<file path="src/rtl/affine_stream_engine.sv">
// Affine point-stream engine: (x',y') = M*(x,y) >>> FRAC + (tx,ty)
// through one shared signed MAC, with an output FIFO and level irq.
module affine_stream_engine #(
  parameter int W         = 32,
  parameter int FRAC      = 16,
  parameter int OUT_DEPTH = 4,
  parameter int CNT_W     = $clog2(OUT_DEPTH+1)
) (
  input  logic             clk,
  input  logic             rst_n,
  input  logic             enable,
  input  logic             sat_en,
  input  logic             flush,
  input  logic [W-1:0]     coef_a,
  input  logic [W-1:0]     coef_b,
  input  logic [W-1:0]     coef_d,
  input  logic [W-1:0]     coef_e,
  input  logic [W-1:0]     tx,
  input  logic [W-1:0]     ty,
  input  logic             in_valid,
  output logic             in_ready,
  input  logic [W-1:0]     in_x,
  input  logic [W-1:0]     in_y,
  output logic             out_valid,
  input  logic             out_ready,
  output logic [W-1:0]     out_x,
  output logic [W-1:0]     out_y,
  output logic [CNT_W-1:0] out_level,
  input  logic [CNT_W-1:0] irq_thresh,
  output logic             irq,
  output logic             busy,
  output logic             ovf,
  input  logic             clr_ovf
);

  localparam int AW = 2*W + 1;
  localparam int SW = 2*W + 2;
  localparam int PW = $clog2(OUT_DEPTH);

  typedef enum logic [2:0] {
    S_IDLE, S_M0, S_M1, S_M2, S_M3, S_WR
  } state_t;

  state_t r_state;
  state_t w_nxt;

  logic r_live;

  logic [W-1:0] r_a, r_b, r_d, r_e;
  logic [W-1:0] r_x, r_y, r_tx, r_ty;
  logic [W-1:0] r_rx;
  logic signed [AW-1:0] r_acc;

  logic [W-1:0] r_fx [OUT_DEPTH];
  logic [W-1:0] r_fy [OUT_DEPTH];
  logic [PW-1:0] r_wp, r_rp;
  logic [CNT_W-1:0] r_level;

  logic w_acc, w_push, w_pop;
  logic signed [W-1:0]    w_mc, w_mv;
  logic signed [2*W-1:0]  w_prod;
  logic signed [AW-1:0]   w_prod_x;
  logic signed [AW-1:0]   w_sh;
  logic [W-1:0]           w_t;
  logic [SW-1:0]          w_s;
  logic [SW-W:0]          w_hi;
  logic                   w_of;
  logic [W-1:0]           w_sat;
  logic [W-1:0]           w_fmt;
  logic                   w_fmt_en;

  // Held low through reset and the first clock so in_ready reads 0 in reset.
  always_ff @(posedge clk or negedge rst_n) begin
    if (!rst_n) r_live <= 1'b0;
    else        r_live <= 1'b1;
  end

  assign in_ready = r_live & (r_state == S_IDLE) & enable & ~flush &
                    (r_level < CNT_W'(OUT_DEPTH));
  assign w_acc    = in_valid & in_ready;
  assign busy     = (r_state != S_IDLE);

  always_ff @(posedge clk or negedge rst_n) begin
    if (!rst_n) r_state <= S_IDLE;
    else        r_state <= w_nxt;
  end

  always_comb begin
    w_nxt = r_state;
    unique case (r_state)
      S_IDLE:  if (w_acc) w_nxt = S_M0;
      S_M0:    w_nxt = S_M1;
      S_M1:    w_nxt = S_M2;
      S_M2:    w_nxt = S_M3;
      S_M3:    w_nxt = S_WR;
      S_WR:    w_nxt = S_IDLE;
      default: w_nxt = S_IDLE;
    endcase
    if (flush) w_nxt = S_IDLE;
  end

  always_comb begin
    w_mc = '0;
    w_mv = '0;
    unique case (r_state)
      S_M0:    begin w_mc = r_a; w_mv = r_x; end
      S_M1:    begin w_mc = r_b; w_mv = r_y; end
      S_M2:    begin w_mc = r_d; w_mv = r_x; end
      S_M3:    begin w_mc = r_e; w_mv = r_y; end
      default: begin w_mc = '0;  w_mv = '0;  end
    endcase
  end

  assign w_prod   = w_mc * w_mv;
  assign w_prod_x = {w_prod[2*W-1], w_prod};

  // Shared formatter: tx during M2, ty during WR.
  assign w_t   = (r_state == S_M2) ? r_tx : r_ty;
  assign w_sh  = r_acc >>> FRAC;
  assign w_s   = {w_sh[AW-1], w_sh} + {{(SW-W){w_t[W-1]}}, w_t};
  assign w_hi  = w_s[SW-1:W-1];
  assign w_of  = ~((&w_hi) | ~(|w_hi));
  assign w_sat = w_s[SW-1] ? {1'b1, {(W-1){1'b0}}}
                           : {1'b0, {(W-1){1'b1}}};
  assign w_fmt = (w_of & sat_en) ? w_sat : w_s[W-1:0];
  assign w_fmt_en = ((r_state == S_M2) | (r_state == S_WR)) & ~flush;

  always_ff @(posedge clk or negedge rst_n) begin
    if (!rst_n) begin
      r_a  <= '0;
      r_b  <= '0;
      r_d  <= '0;
      r_e  <= '0;
      r_x  <= '0;
      r_y  <= '0;
      r_tx <= '0;
      r_ty <= '0;
    end else if (w_acc) begin
      r_a  <= coef_a;
      r_b  <= coef_b;
      r_d  <= coef_d;
      r_e  <= coef_e;
      r_x  <= in_x;
      r_y  <= in_y;
      r_tx <= tx;
      r_ty <= ty;
    end
  end

  always_ff @(posedge clk or negedge rst_n) begin
    if (!rst_n) begin
      r_acc <= '0;
      r_rx  <= '0;
    end else begin
      unique case (r_state)
        S_M0: r_acc <= w_prod_x;
        S_M1: r_acc <= r_acc + w_prod_x;
        S_M2: begin
          r_rx  <= w_fmt;
          r_acc <= w_prod_x;
        end
        S_M3: r_acc <= r_acc + w_prod_x;
        default: r_acc <= r_acc;
      endcase
    end
  end

  always_ff @(posedge clk or negedge rst_n) begin
    if (!rst_n)                 ovf <= 1'b0;
    else if (w_fmt_en & w_of)   ovf <= 1'b1;
    else if (clr_ovf)           ovf <= 1'b0;
  end

  assign w_push = (r_state == S_WR) & ~flush;
  assign w_pop  = out_valid & out_ready & ~flush;

  always_ff @(posedge clk) begin
    if (w_push) begin
      r_fx[r_wp] <= r_rx;
      r_fy[r_wp] <= w_fmt;
    end
  end

  always_ff @(posedge clk or negedge rst_n) begin
    if (!rst_n) begin
      r_wp    <= '0;
      r_rp    <= '0;
      r_level <= '0;
    end else if (flush) begin
      r_wp    <= '0;
      r_rp    <= '0;
      r_level <= '0;
    end else begin
      if (w_push) r_wp <= r_wp + PW'(1);
      if (w_pop)  r_rp <= r_rp + PW'(1);
      unique case ({w_push, w_pop})
        2'b10:   r_level <= r_level + CNT_W'(1);
        2'b01:   r_level <= r_level - CNT_W'(1);
        default: r_level <= r_level;
      endcase
    end
  end

  assign out_valid = (r_level != '0);
  assign out_level = r_level;
  assign out_x     = out_valid ? r_fx[r_rp] : '0;
  assign out_y     = out_valid ? r_fy[r_rp] : '0;
  assign irq       = (irq_thresh != '0) & (r_level >= irq_thresh);

endmodule

</file>
<file path="config.mk">
export PLATFORM = sky130hd
export DESIGN_NAME = affine_stream_engine
export DESIGN_NICKNAME = d
export VERILOG_FILES = /design/src/rtl/affine_stream_engine.sv
export SDC_FILE = /design/constraint.sdc
export NUM_CORES = 2
export LEC_CHECK = 0
export ABC_AREA = 1
export BUFFER_PORTS_ARGS = -buffer_cell sky130_fd_sc_hd__clkbuf_2
export CORE_UTILIZATION = 61
export DETAILED_ROUTE_END_ITERATION = 6
export GPL_ROUTABILITY_DRIVEN = 0
export HOLD_SLACK_MARGIN = 0.02
export PLACE_DENSITY = 0.9
export SYNTH_ARGS = -nofsm -noshare
export SYNTH_HDL_FRONTEND = slang
export SYNTH_SLANG_ARGS = --single-unit
</file>
<file path="constraint.sdc">
create_clock -name clk -period 13.05 [get_ports clk]
set_input_delay 1.305 -clock clk [delete_from_list [all_inputs] [get_ports clk]]
set_output_delay 1.305 -clock clk [all_outputs]
set_load 0.05 [all_outputs]
</file>
# After elaboration in Yosys (flattened, before gate mapping)
# Memories as Yosys holds them, arrays and structs flattened.
# Cells that the tools add are included.
dict set report totals {
  ff_bits 365
  latchBits 0
  ram_bits 256
  rom_bits 0
  inputBits 267
  out_inout_bits 72
  word_cells 86
  mem_count 2
}
dict set report op_classes {
  n_addsub 6
  mul 1
  div_mod_pow 0
  magnitude_cmp 2
  n_eq_ne 8
  shifts 0
  n_mux 21
  bitwise 17
  reduce_logical 13
}
# name depth word_bits rd rd_ports_with_merged_regs write_ports line
set mem_list {}
lappend mem_list {r_fx 4 32 1 0 1 54} ;# logic [W-1:0] r_fx [OUT_DEPTH];
lappend mem_list {r_fy 4 32 1 0 1 55} ;# logic [W-1:0] r_fy [OUT_DEPTH];
# operator count
set op_table {}
lappend op_table {{two-way mux 32 bit} 5}
lappend op_table {{one-hot mux 65 bit (2 select lines)} 1}
lappend op_table {{one-hot mux 32 bit (4 select lines)} 1}
lappend op_table {{adder 65 x 64 -> 65 bit} 1}
lappend op_table {{multiplier 32 x 32 -> 64 bit} 1}
lappend op_table {{one-hot mux 32 bit (2 select lines)} 1}
lappend op_table {{adder 49 x 32 -> 50 bit} 1}
lappend op_table {{AND reduction 35 bit} 1}
lappend op_table {{OR reduction 35 bit} 1}
lappend op_table {{one-hot mux 3 bit (5 select lines)} 1}
lappend op_table {{AND 1 bit} 12}
lappend op_table {{nonzero test 3 bit} 4}
lappend op_table {{two-way mux 3 bit} 3}
lappend op_table {{two-way mux 2 bit} 4}
lappend op_table {{nonzero test 2 bit} 4}
lappend op_table {{== test 3 x 2 -> 1 bit (second input constant)} 2}
lappend op_table {{== test 3 bit (second input constant)} 2}
lappend op_table {{one-hot mux 3 bit (2 select lines)} 1}
lappend op_table {{adder 2 x 1 -> 2 bit (second input constant)} 2}
lappend op_table {{two-way mux 1 bit} 4}
lappend op_table {{OR reduction 2 bit} 2}
lappend op_table {{adder 3 x 1 -> 3 bit (second input constant)} 1}
lappend op_table {{== test 3 x 1 -> 1 bit (second input constant)} 1}
lappend op_table {{greater-or-equal comparator 3 bit} 1}
lappend op_table {{other kinds (8)} 11}

# Logic depth before layout (Yosys ltp)
dict set report depth {
  word_depth 9
  ltp_mapped 55
  ltp_nobuf 53
}

# Least setup slack after synthesis
# OpenSTA, ideal clock, no wires.
dict set report synth_path {
  path_kind {reg-to-reg}
  from {register r_state[0]}
  to {register r_acc[64]}
  setup_time_ns 0.118
  arrival_ns 9.937
  required_ns 12.932
  path_slack_ns 2.996
  stages_incl_launch_ff 50
  path_buffers 3
  synth_period_minus_slack_ns 10.054
  cell_sequence {dfrtp_1 > inv_1 > nor2_1 > inv_2 > nor2_1 > inv_1 > buf_1 > o22ai_1 > nor2_1 > clkbuf_1 > buf_1 > nor2_1 > fa_1 > fa_1 > inv_1 > fa_1 > inv_1 > fa_1 > [14 not listed] > nor2_1 > nand4_1 > or2_1 > nand3_1 > nand2_1 > nand2_1 > xor2_1 > ha_1 > nand2_1 > nor2_1 > and3_1 > a21oi_1 > nand2_1 > or2_2 > nand3_1 > nand3_1 > nand3_1 > nand2_1}
}
dict set report synth_between {
  elab_chain_cells 6
  word_cells_on_any_way 12
  cone_classes {add/sub (1); mul (1); eq/ne (4); mux (3); reduce/logical (3)}
}
# element line
set synth_rtl {}
lappend synth_rtl {{start: declaration} 44} ;# state_t r_state;
lappend synth_rtl {{start signal: assignment} 85} ;# else r_state <= w_nxt;
lappend synth_rtl {{== test 3 bit (tied with other cells)} {105, 155}}
lappend synth_rtl {{OR reduction 2 bit (no line)} --}
lappend synth_rtl {{one-hot mux 32 bit (2 select lines)} 105} ;# unique case (r_state)
lappend synth_rtl {{multiplier 32 x 32 -> 64 bit} 114} ;# assign w_prod = w_mc * w_mv;
lappend synth_rtl {{adder 65 x 64 -> 65 bit} {157, 162}}
lappend synth_rtl {{one-hot mux 65 bit (2 select lines)} 155} ;# unique case (r_state)
lappend synth_rtl {{end signal: assignment} 156} ;# S_M0: r_acc <= w_prod_x;
lappend synth_rtl {{end signal: assignment} 157} ;# S_M1: r_acc <= r_acc + w_prod_x;
lappend synth_rtl {{end signal: assignment} 162} ;# S_M3: r_acc <= r_acc + w_prod_x;
lappend synth_rtl {{end: declaration} 52} ;# logic signed [AW-1:0] r_acc;
# Several ways; a longest one is shown, not always the timed one.
# A chain may end at the register's enable or synchronous reset.

# Worst setup path in the final report
dict set report layout_path {
  from {register r_state[0]}
  to {register r_acc[62]}
}
# The elaborated chain is that of the path after synthesis.

==> reports/results.ini <==
[setup_path]
crit_buf_inv=11
crit_fanout=36
reg2reg_from=r_state[0]
path_class=flop to flop
path_delay_family=adder cells
cpMaxStageDelayCell=fa_1
cp_common_cell=fa_1
cp-start-kind=flop
worstRegToRegCells=42
required_ps=13640
end_kind=flop
r2r-end=r_acc[62]
reg2reg_slack_ps=170
slowest_delay_ps=1000
cp.arrival_ps=13470

[cts]
cts_made_buffers=59
post-cts-setup-buffers=0
cts_root_buf=clkbuf_16
clock-sinks=621
cts_buffer_depth=3
cts_tree=done
ctsHtreeMaxLevel=2
clock_latency_ps=730
holdBufCountCts=0
path_clk_slew_ps=70

[synth]
synth-seq-cells=621
avgSynthCellArea_um2=8.15
synth_seq_area_share=0.240
synth_nets=10246
ys_warn_count=0
synth_flop_cell=dfrtp_1
synthDistinctLibCells=54
syn_inst=8584
async_flop_share=0.588
synth_area_leaders=fa_1 31%, dfrtp_1 13%, nand2_1 11%, edfxtp_1 11%, inv_1 8.5%
synth-edff-count=256
yosysTopAreaCell=fa_1
netlist_area_um2=70000
yosys.area.top_type_share=0.310

[route]
drtIter0Drc=11261
drc=233
dr.pass1.iters=7
wl_mm=242
wl_per_cell_um=23.4
vias_per_cell=6.31
antenna_left=0
via_count=65236

[timing]
fin_setup_tns_ps=0
rsz0062_at_grt=false
period_share=0.987
period_minus_slack_ps=12880
maxSlewViolCount=0
max-slew-margin-rel=0.0975
finalSetupViolCount=0
tightest_slew_ps=1350
finalClockSkew_ps=76.4
worst_slack_ps=171
hold_viol_final=0
fmax_mhz=77.6

[outcome]
outcome=complete, but fails checks
violations=design-rule violations

[floorplanning]
pin_count=339
die_area_um2=116000
die_y_um=341
core_um2=113000
num_rows=123
initial_core_util=0.619
fp.dieW_um=341

[power]
power_per_cell_area_nw_per_um2=228
leakagePower_nw=37.1
irDropWorstVdd_uv=157

[global_route]
grt_max_degree=284
antenna_found_initial=10
grt_pass1_wl_mm=369
overflow=0
grt_pass1_vias=66896
grt_usage=0.417

[worst_hold_path]
min_from=r_tx[28]
hold_depth=2
holdCritPathClass=flop to flop
hold_end=r_tx[28]

[placed_design]
hpwl_mm=179
dp_slack_ps=959
port_buffers=338

[finish]
nets=10443
drive_gt1_frac=0.0748
fin_util=0.667
layout_common_cells=2090 x nand2_1, 1586 x inv_1, 1144 x nor2_1, 1085 x fa_1, 422 x o21ai_0
area_growth_pct=7.89
largest_registers=r_fx (128), r_fy (128), r_acc (65)
final_common_cell=nand2_1

[flow_run]
max-cap-violations=0

## timing repair
action	CTS	global route
setup endpoints to repair	0	1
hold endpoints to repair	0	0
gates resized for setup	0	3
## worst reg2reg max path: cells and delay by family, from the launching register on
kind	cells	cell delay [ps]
fa+ha+maj	10	5430
simple gates	11	2550
buf+inv	11	2170
compound gates	9	2080
flops	1	410
xor+xnor	1	200
## cells by family after synthesis
kind of cell,share of synthesized area
DFF,0.240
AOI/OAI and AO/OA,0.0806
xor gates and xnor gates,0.0129
adders and majority gates,0.366
buffers and inverters,0.105
and+or+nand+nor,0.195
other,0.0000536
## layer usage
metal,up-vias,global-route usage,wire [µm],share of wire
li1,26483,-,-,-
met1,30375,0.485,73600,0.30
met2,6449,0.608,102000,0.42
met3,1917,0.192,44100,0.18
met4,12,0.298,22700,0.094
met5,-,0.0159,273,0.0011
## final cells by class
| class | instances | area (µm²) |
|---|---|---|
| multi-input combinational | 6012 | 45900 |
| fill | 7875 | 37600 |
| sequential | 621 | 16800 |
| inverter | 1639 | 6170 |
| timing repair buffer | 448 | 2540 |
| tap | 1500 | 1880 |
| clock buffer | 69 | 1590 |
| clock inverter | 43 | 537 |
| antenna | 10 | 25.0 |
## stage by stage
step,power [mW],cells,cell area [µm²],hold slack (ps)
5_1_grt,18.0,10334,75500,498
2_1_floorplan,10.6,8584,70000,449
4_1_cts,16.3,10332,75500,484
3_5_place_dp,14.4,10220,73300,466
6_report,17.2,10342,75500,486
3_3_place_gp,13.9,10220,73300,462
## cell usage after synthesis (all sizes together) (48+ instances only)
cell    count
nand2    2091
inv      1622
nor2     1167
fa       1085
o21ai     425
dfrtp     365
ha        310
a21oi     304
clkbuf    274
edfxtp    256
nand3     130
o22ai      86
xor2       60
a31oi      48
## where the power goes
group          internal [mW]  switching [mW]
logic                   3.45            8.71
clock network           1.03           0.866
registers               2.73           0.449
total                   7.21            10.0
## worst max-delay path by stage
stage | start | to | slack, ps | depth (start not counted)
after global placement | r_state[0] | r_acc[64] | 1270 | 43
after floorplan | r_state[0] | r_acc[64] | 3000 | 49
final | r_state[0] | r_acc[62] | 170 | 42
after detailed placement | r_state[0] | r_acc[64] | 960 | 43
after CTS | r_state[0] | r_acc[64] | 790 | 43
after global routing | r_state[0] | r_acc[62] | 60 | 45
No activity file was read; power rests on OpenSTA's default activity.
